File: config.mk
export PLATFORM = sky130hd
export DESIGN_NAME = sata_link_tx_prim
export DESIGN_NICKNAME = d
export VERILOG_FILES = /design/src/rtl/sata_prim_pkg.sv /design/src/rtl/sata_junk_lfsr.sv /design/src/rtl/sata_link_tx_prim.sv
export SDC_FILE = /design/constraint.sdc
export NUM_CORES = 1
export LEC_CHECK = 0
export ABC_AREA = 1
export BUFFER_PORTS_ARGS = -buffer_cell sky130_fd_sc_hd__buf_2
export CAP_MARGIN = 20
export CORE_UTILIZATION = 40
export CTS_CLUSTER_SIZE = 25
export DETAILED_ROUTE_END_ITERATION = 6
export PLACE_DENSITY = 0.79
export SLEW_MARGIN = 25
export SYNTH_ARGS = -nofsm -noshare
export SYNTH_HDL_FRONTEND = slang
export SYNTH_SLANG_ARGS = --single-unit
File: constraint.sdc
create_clock -name sys_clk -period 5 [get_ports sys_clk]
set_clock_uncertainty 0.1 [all_clocks]
set_input_delay 1 -clock sys_clk [delete_from_list [all_inputs] [get_ports sys_clk]]
set_output_delay 1 -clock sys_clk [all_outputs]
set_load 0.01 [all_outputs]
File: src/rtl/sata_prim_pkg.sv
// SATA link-layer primitive codes and their 32-bit encodings, shared by the transmit path.
package sata_prim_pkg;

    typedef enum logic [3:0] {
        SYNC  = 4'd0,
        HOLD  = 4'd1,
        HOLDA = 4'd2,
        R_RDY = 4'd3,
        X_RDY = 4'd4,
        R_IP  = 4'd5,
        R_OK  = 4'd6,
        R_ERR = 4'd7,
        WTRM  = 4'd8,
        SOF   = 4'd9,
        EOF   = 4'd10,
        DATA  = 4'd11
    } prim_code_t;

    localparam logic [3:0]  PRIM_K     = 4'b0001;
    localparam logic [31:0] PRIM_ALIGN = 32'h7B4A4ABC;
    localparam logic [31:0] PRIM_SYNC  = 32'hB5B5957C;
    localparam logic [31:0] PRIM_HOLD  = 32'hD5D5AA7C;
    localparam logic [31:0] PRIM_HOLDA = 32'h9595AA7C;
    localparam logic [31:0] PRIM_R_RDY = 32'h4A4A957C;
    localparam logic [31:0] PRIM_X_RDY = 32'h5757B57C;
    localparam logic [31:0] PRIM_R_IP  = 32'h5555B57C;
    localparam logic [31:0] PRIM_R_OK  = 32'h3535B57C;
    localparam logic [31:0] PRIM_R_ERR = 32'h5656B57C;
    localparam logic [31:0] PRIM_WTRM  = 32'h5858B57C;
    localparam logic [31:0] PRIM_SOF   = 32'h3737B57C;
    localparam logic [31:0] PRIM_EOF   = 32'hD5D5B57C;
    localparam logic [31:0] PRIM_CONT  = 32'h9999AA7C;

    // Codes above DATA are unassigned and fall back to SYNC.
    function automatic prim_code_t norm_code(input logic [3:0] code);
        return (code > 4'd11) ? SYNC : prim_code_t'(code);
    endfunction

    function automatic logic [31:0] prim_dword(input prim_code_t code);
        logic [31:0] dw;
        case (code)
            HOLD:    dw = PRIM_HOLD;
            HOLDA:   dw = PRIM_HOLDA;
            R_RDY:   dw = PRIM_R_RDY;
            X_RDY:   dw = PRIM_X_RDY;
            R_IP:    dw = PRIM_R_IP;
            R_OK:    dw = PRIM_R_OK;
            R_ERR:   dw = PRIM_R_ERR;
            WTRM:    dw = PRIM_WTRM;
            SOF:     dw = PRIM_SOF;
            EOF:     dw = PRIM_EOF;
            default: dw = PRIM_SYNC;
        endcase
        return dw;
    endfunction

    function automatic logic is_repeatable(input prim_code_t code);
        return code <= WTRM;
    endfunction

endpackage

File: src/rtl/sata_junk_lfsr.sv
// Junk-dword generator for CONT runs (built only with SATA_TX_CONT_EN).
// 16-bit Fibonacci LFSR x^16+x^15+x^13+x^4+1; each step yields two 16-bit states as one dword.
module sata_junk_lfsr (
    input  logic        sys_clk,
    input  logic        sys_rst,
    input  logic        advance,
    output logic [31:0] junk
);
    localparam logic [15:0] SEED = 16'hF0F6;

    logic [15:0] lfsr_q;
    logic [15:0] s1;
    logic [15:0] s2;

    function automatic logic [15:0] step16(input logic [15:0] s);
        logic [15:0] r;
        r = s;
        for (int i = 0; i < 16; i++) begin
            r = {r[14:0], r[15] ^ r[14] ^ r[12] ^ r[3]};
        end
        return r;
    endfunction

    assign s1   = step16(lfsr_q);
    assign s2   = step16(s1);
    assign junk = {s2, s1};

    always_ff @(posedge sys_clk) begin
        if (sys_rst) begin
            lfsr_q <= SEED;
        end else if (advance) begin
            lfsr_q <= s2;
        end
    end

endmodule

File: src/rtl/sata_link_tx_prim.sv
// Link-layer transmit dword generator: primitives, payload pass-through and periodic ALIGNp pairs.
// Optional CONT/junk compression of repeated primitives is enabled by defining SATA_TX_CONT_EN.
//
// state    | meaning
// S_DOWN   | link down or in reset, ALIGNp emitted
// S_RUN    | one primitive or payload dword per slot, slot counter advancing
// S_ALIGN0 | first ALIGNp of the periodic pair
// S_ALIGN1 | second ALIGNp, counter restarts
module sata_link_tx_prim
    import sata_prim_pkg::*;
#(
    parameter int ALIGN_INTERVAL = 256,
    parameter int CNT_W          = 8
) (
    input  logic        sys_clk,
    input  logic        sys_rst,
    input  logic        phy_links_up_in,
    input  logic [3:0]  prim_sel_in,
    input  logic [31:0] tx_data_in,
    input  logic        tx_valid_in,
    output logic        tx_ready_out,
    output logic [31:0] link_data_out,
    output logic [3:0]  link_charisk_out,
    output logic        align_slot_out
);
    typedef enum logic [1:0] {S_DOWN, S_RUN, S_ALIGN0, S_ALIGN1} state_t;

    localparam logic [CNT_W-1:0] CNT_LAST = CNT_W'(ALIGN_INTERVAL - 3);

    state_t           state;
    logic [CNT_W-1:0] cnt;
    prim_code_t       sel_code;
    logic [31:0]      slot_data;
    logic [3:0]       slot_k;

`ifdef SATA_TX_CONT_EN
    prim_code_t  last_code_q;
    logic        last_ok_q;
    logic [1:0]  run_len_q;
    logic [1:0]  run_len_d;
    logic        junk_adv;
    logic [31:0] junk;

    sata_junk_lfsr u_junk (
        .sys_clk (sys_clk),
        .sys_rst (sys_rst),
        .advance (junk_adv),
        .junk    (junk)
    );
`endif

    assign tx_ready_out = (state == S_RUN) && phy_links_up_in && (prim_sel_in == DATA);

    // Payload request without valid data degrades to HOLD.
    always_comb begin
        sel_code = norm_code(prim_sel_in);
        if (sel_code == DATA && !tx_valid_in) begin
            sel_code = HOLD;
        end
        slot_data = prim_dword(sel_code);
        slot_k    = PRIM_K;
        if (sel_code == DATA) begin
            slot_data = tx_data_in;
            slot_k    = 4'b0000;
        end
`ifdef SATA_TX_CONT_EN
        junk_adv  = 1'b0;
        run_len_d = 2'd0;
        if (is_repeatable(sel_code) && last_ok_q && sel_code == last_code_q) begin
            run_len_d = (run_len_q == 2'd3) ? 2'd3 : run_len_q + 2'd1;
        end
        // Third repeat becomes CONT, everything after is scrambling junk.
        if (is_repeatable(sel_code)) begin
            if (run_len_d == 2'd2) begin
                slot_data = PRIM_CONT;
            end else if (run_len_d == 2'd3) begin
                slot_data = junk;
                slot_k    = 4'b0000;
                junk_adv  = (state == S_RUN) && phy_links_up_in;
            end
        end
`endif
    end

    always_ff @(posedge sys_clk) begin
        if (sys_rst || !phy_links_up_in) begin
            state            <= S_DOWN;
            cnt              <= '0;
            link_data_out    <= PRIM_ALIGN;
            link_charisk_out <= PRIM_K;
            align_slot_out   <= 1'b1;
`ifdef SATA_TX_CONT_EN
            last_code_q      <= SYNC;
            last_ok_q        <= 1'b0;
            run_len_q        <= 2'd0;
`endif
        end else begin
            case (state)
                S_RUN: begin
                    link_data_out    <= slot_data;
                    link_charisk_out <= slot_k;
                    align_slot_out   <= 1'b0;
                    if (cnt == CNT_LAST) begin
                        state <= S_ALIGN0;
                        cnt   <= '0;
                    end else begin
                        cnt   <= cnt + 1'b1;
                    end
`ifdef SATA_TX_CONT_EN
                    last_code_q <= sel_code;
                    last_ok_q   <= is_repeatable(sel_code);
                    run_len_q   <= run_len_d;
`endif
                end
                S_ALIGN0: begin
                    state            <= S_ALIGN1;
                    link_data_out    <= PRIM_ALIGN;
                    link_charisk_out <= PRIM_K;
                    align_slot_out   <= 1'b1;
                end
                S_ALIGN1: begin
                    state            <= S_RUN;
                    cnt              <= '0;
                    link_data_out    <= PRIM_ALIGN;
                    link_charisk_out <= PRIM_K;
                    align_slot_out   <= 1'b1;
                end
                default: begin
                    state            <= S_RUN;
                    cnt              <= '0;
                    link_data_out    <= PRIM_ALIGN;
                    link_charisk_out <= PRIM_K;
                    align_slot_out   <= 1'b1;
                end
            endcase
        end
    end

endmodule

* Word level (Yosys, flattened, before mapping)
Memory sizes are Yosys's and may differ from the RTL's. Cells that the tools add are included.
Storage, ports and cells: flip-flop bits (word level) 47, bits in read-only memories 352, word-level logic and storage cells 32, memories 1
Memory list:
- (name not given) | depth 16, bits a word 22, rd ports 1, clocked after Yosys merged registers in 0, write ports 0, RTL line sata_prim_pkg.sv:41 | case (code)
Cells by class: add/subtract/negate cells 1, magnitude comparators 1, eq/ne operators 7, muxes and demuxes 9, bitwise logic cells 1, reductions and logical operators 7
Operator list (number):
- 32-bit 2-to-1 mux | 1
- 8-bit one-hot mux with 2 select lines | 1
- 4-bit == test, second input constant | 3
- 8-bit by 1-bit adder with 8-bit output, second input constant | 1
- 8-bit == test, second input constant | 1
- 4-bit 2-to-1 mux | 2
- 8-bit 2-to-1 mux | 1
- 4-bit greater-than comparator, second input constant | 1
- 2-bit one-hot mux with 2 select lines | 1
- 1-bit logical AND | 3
- 2-bit by 1-bit == test with 1-bit output, second input constant | 1
- 2-bit == test, second input constant | 1
- 1-bit logical NOT | 2
- 1-bit 2-to-1 mux | 2
- 2-bit 2-to-1 mux | 1
- 2-bit by 1-bit inequality test with 1-bit output, second input constant | 1
- 2-bit OR reduction | 1
- 1-bit logical OR | 1
- 1-bit NOT | 1

* Longest topological paths before layout
word-level depth 7, depth in mapped cells 13, mapped depth without buffers 13

* Least setup slack after synthesis
Ideal clock, no wire load.
kind input port to flip-flop, start input prim_sel_in[0], end register link_data_out[21], arrival time 2.552 ns, path slack 2.274 ns, stages on the path 13, path through nand2_1 > nor3_1 > inv_1 > or2_2 > nand2_1 > inv_1 > ha_1 > inv_1 > nor2_8 > inv_4 > buf_4 > nand2_1 > o21ai_0
Between the ends: cells in the longest elaborated chain, start to end 7
Ends and longest elaborated chain:
- from (decl) | RTL line sata_link_tx_prim.sv:18 | input logic [3:0] prim_sel_in,
- 4-bit greater-than comparator | RTL line sata_prim_pkg.sv:36 | return (code > 4'd11) ? SYNC : prim_code_t'(code);
- 4-bit 2-to-1 mux * | RTL line sata_prim_pkg.sv:36
- 4-bit == test | RTL line sata_link_tx_prim.sv:57 | if (sel_code == DATA && !tx_valid_in) begin
- 1-bit logical AND | RTL line sata_link_tx_prim.sv:57
- 4-bit 2-to-1 mux * | RTL line sata_link_tx_prim.sv:57
- memory read 16 x 22 bit / 4-bit == test (equally long branches)
- 32-bit 2-to-1 mux * | RTL line sata_link_tx_prim.sv:62 | if (sel_code == DATA) begin
- to (signal assigned) | RTL line sata_link_tx_prim.sv:100 | link_data_out <= slot_data;
- to (decl) | RTL line sata_link_tx_prim.sv:22 | output logic [31:0] link_data_out,
Every way passes the cells marked *; elsewhere a longest branch is shown, timed or not. A chain may end at the register's enable or synchronous reset.

* Worst setup path in the final report
start input prim_sel_in[3], end output tx_ready_out
Between the ends: cells in the longest elaborated chain, start to end 2
Ends and longest elaborated chain:
- 4-bit == test | RTL line sata_link_tx_prim.sv:52 | assign tx_ready_out = (state == S_RUN) && phy_links_up_in && (prim_sel_in == DATA);
- 1-bit logical AND | RTL line sata_link_tx_prim.sv:52
- to (decl) | RTL line sata_link_tx_prim.sv:21 | output logic tx_ready_out,
Every way passes these cells.

==> run summary <==
post-cts repair resize count: 0
crit path kind: in2out
Worst setup SP type: input port
Static Leak: 1.197 nW
Die Ht: 71.61 µm
Netlist cell types: 26
period utilisation layout: 57.91%
unrepaired setup endpoints after global routing: false
# setup viols final: 0
max cap viols: 0
peak supply drop: 0.1045 mV
Hold Path Class: reg2reg
Area Growth Syn to Fin: 25.31%
Crit. End Element: output port
Fin. Hold Viols: 0
n_diodes: 0
CTS tree: done
Routed Wire Length: 4234 µm
Post-CTS Setup Bufs: 0
post-DP HPWL: 3251 µm
ratio of cells with drive above 1 in the final layout: 28.75%
min Tclk post-route: 2895 ps
Design Area, Final: 2429 µm²
core box area: 4504 µm²
#FFs+latches synth: 44
die area: 5127 µm²
RePlAce Congestion: 0.8454
Final Max Slew Viols: 0
DR vias: 1778
cells after synthesis: 250
power per cell area: 273.9 nW/µm²
commonest non-fill, non-tap cell in the layout: buf_2
Multi-input gate area: 888.4 µm²
Longest Clk Path Bufs: 2
final worst slack: 2105 ps
DR WL/cell: 11.17 µm
Starting Density: 43.03%
outcome: completed
IO Count: 78
Setup TNS: 0 ps
Register Area: 880.8 µm²
Root Buffer: clkbuf_8
gr ovfl total: 0
TritonRoute pass-1 iters: 4
Die X: 71.61 µm
most frequent cells in the layout: 74 x buf_2, 61 x nand2_1, 44 x dfxtp_1
number of global-route vias before repair: 1671
Core Rows: 24
yosys warns: 0
Yosys top cell by area: dfxtp_1
initial antenna violation count: 0
cell area after placement: 2335 µm²
CTS buffer count: 5
IO buf count: 74
Post-CTS Hold Fix Bufs: 0
first-pass GRT wire length: 6741 µm
critical path fanouts, max: 5
syn_area_per_cell: 7.752 µm²
Clock Sink Count: 44
post-synthesis sequential area ratio: 45.45%
largest net degree at the start of global routing: 17
final net count: 378
fill count: 420
initial drt markers: 63
Max Clk Rate: 345.4 MHz
Total GRT Usage: 17.24%
H-tree depth: 2
Clock transition at path regs: 80 ps
synthesized cell area: 1938 µm²
vias per cell: 4.691
CP Data Arrival Time: 1800 ps
Place WS: 1897 ps
drt drc: 0
Final ANT Viol Nets: 0
worst path required time: 3900 ps
Min Hold Slack: 424.7 ps
Yosys top cell area share: 45.45%
Worst-Skew Late Latency: 290 ps
top post-synthesis cells by area: dfxtp_1 45%, nand2_1 12%, ha_1 7.7%, nor2_1 6.0%, inv_1 5.4%
-- final cells by class --
| class | instances | share of cell area [%] |
|---|---|---|
| timing repair buffer | 74 | 15.25 |
| multi-input combinational | 167 | 36.58 |
| tap | 52 | 2.679 |
| sequential | 44 | 36.27 |
| inverter | 34 | 5.358 |
| clock buffer | 7 | 3.555 |
| clock inverter | 1 | 0.3091 |
-- power breakdown --
group	switching [mW]	internal, mW
combinational	0.0448	0.0287
clock	0.120	0.112
sequential	0.00254	0.357
-- registers in the layout, indices dropped and copies added (netlist names) --
name / cells
link_data_out: 32
state: 2
cnt: 8
align_slot_out: 1
link_charisk_out: 1
-- critical path, cell delays in order --
cell and delay, ps:
buf_2 130, inv_2 60, nor3_1 160, inv_1 80
nor3_1 190, buf_2 180
-- cells in the mapped netlist --
cell type and n:
inv_2 5, conb_1 1, o21ai_0 14, inv_1 28, o211ai_1 1, ha_1 12, nor2_4 2, nor2_1 31
a31oi_1 2, nand3_1 13, buf_2 1, xnor2_1 2, buf_1 1, nor3b_1 1, nand2_1 61, buf_4 5
nor2_2 1, inv_4 1, dfxtp_1 44, nand4_1 4, a21oi_1 8, nor2_8 2, or2_1 4, or2_2 1
nor3_1 4, o21ai_4 1
-- routing by layer --
metal / part of all wire (%) / vias up / track usage (%)
li1: - / 924 / -
met2: 48 / 78 / 28.51
met3: 7.2 / 11 / 4.923
met1: 41 / 765 / 18.67
met5: 0 / - / 0
met4: 3.3 / 0 / 13.07
-- stage by stage --
stage	std cells	util [%]	power, mW
finish	379	53.92	0.6652
floorplan	252	-	0.4111
global placement	371	51.83	0.4389
detailed placement	371	51.83	0.4407
global route	379	53.92	0.6944
CTS	379	53.92	0.6696
-- logic make-up after synthesis --
family	synth area share, %
AND/OR/NAND/NOR	29.05
AO/OA/AOI/OAI	7.554
other	0.1935
flip-flops	45.45
XOR/XNOR	0.9040
buffers and inverters	9.103
adder cells (fa/ha/maj)	7.747
-- worst paths after layout --
| path | to | slack (ps) | startpoint | depth (start not counted) |
|---|---|---|---|---|
| setup reg to reg | link_data_out[2]$_SDFF_PP1_ | 3170 | state[1]$_SDFFE_PP0P_ | 8 |
| hold / removal | cnt[7]$_SDFFE_PP0P_ | 420 | cnt[7]$_SDFFE_PP0P_ | 2 |
| hold reg to reg | cnt[7]$_SDFFE_PP0P_ | 420 | cnt[7]$_SDFFE_PP0P_ | 2 |
| setup / recovery | tx_ready_out | 2100 | prim_sel_in[3] | 6 |
No activity file was read; power rests on OpenSTA's default activity.
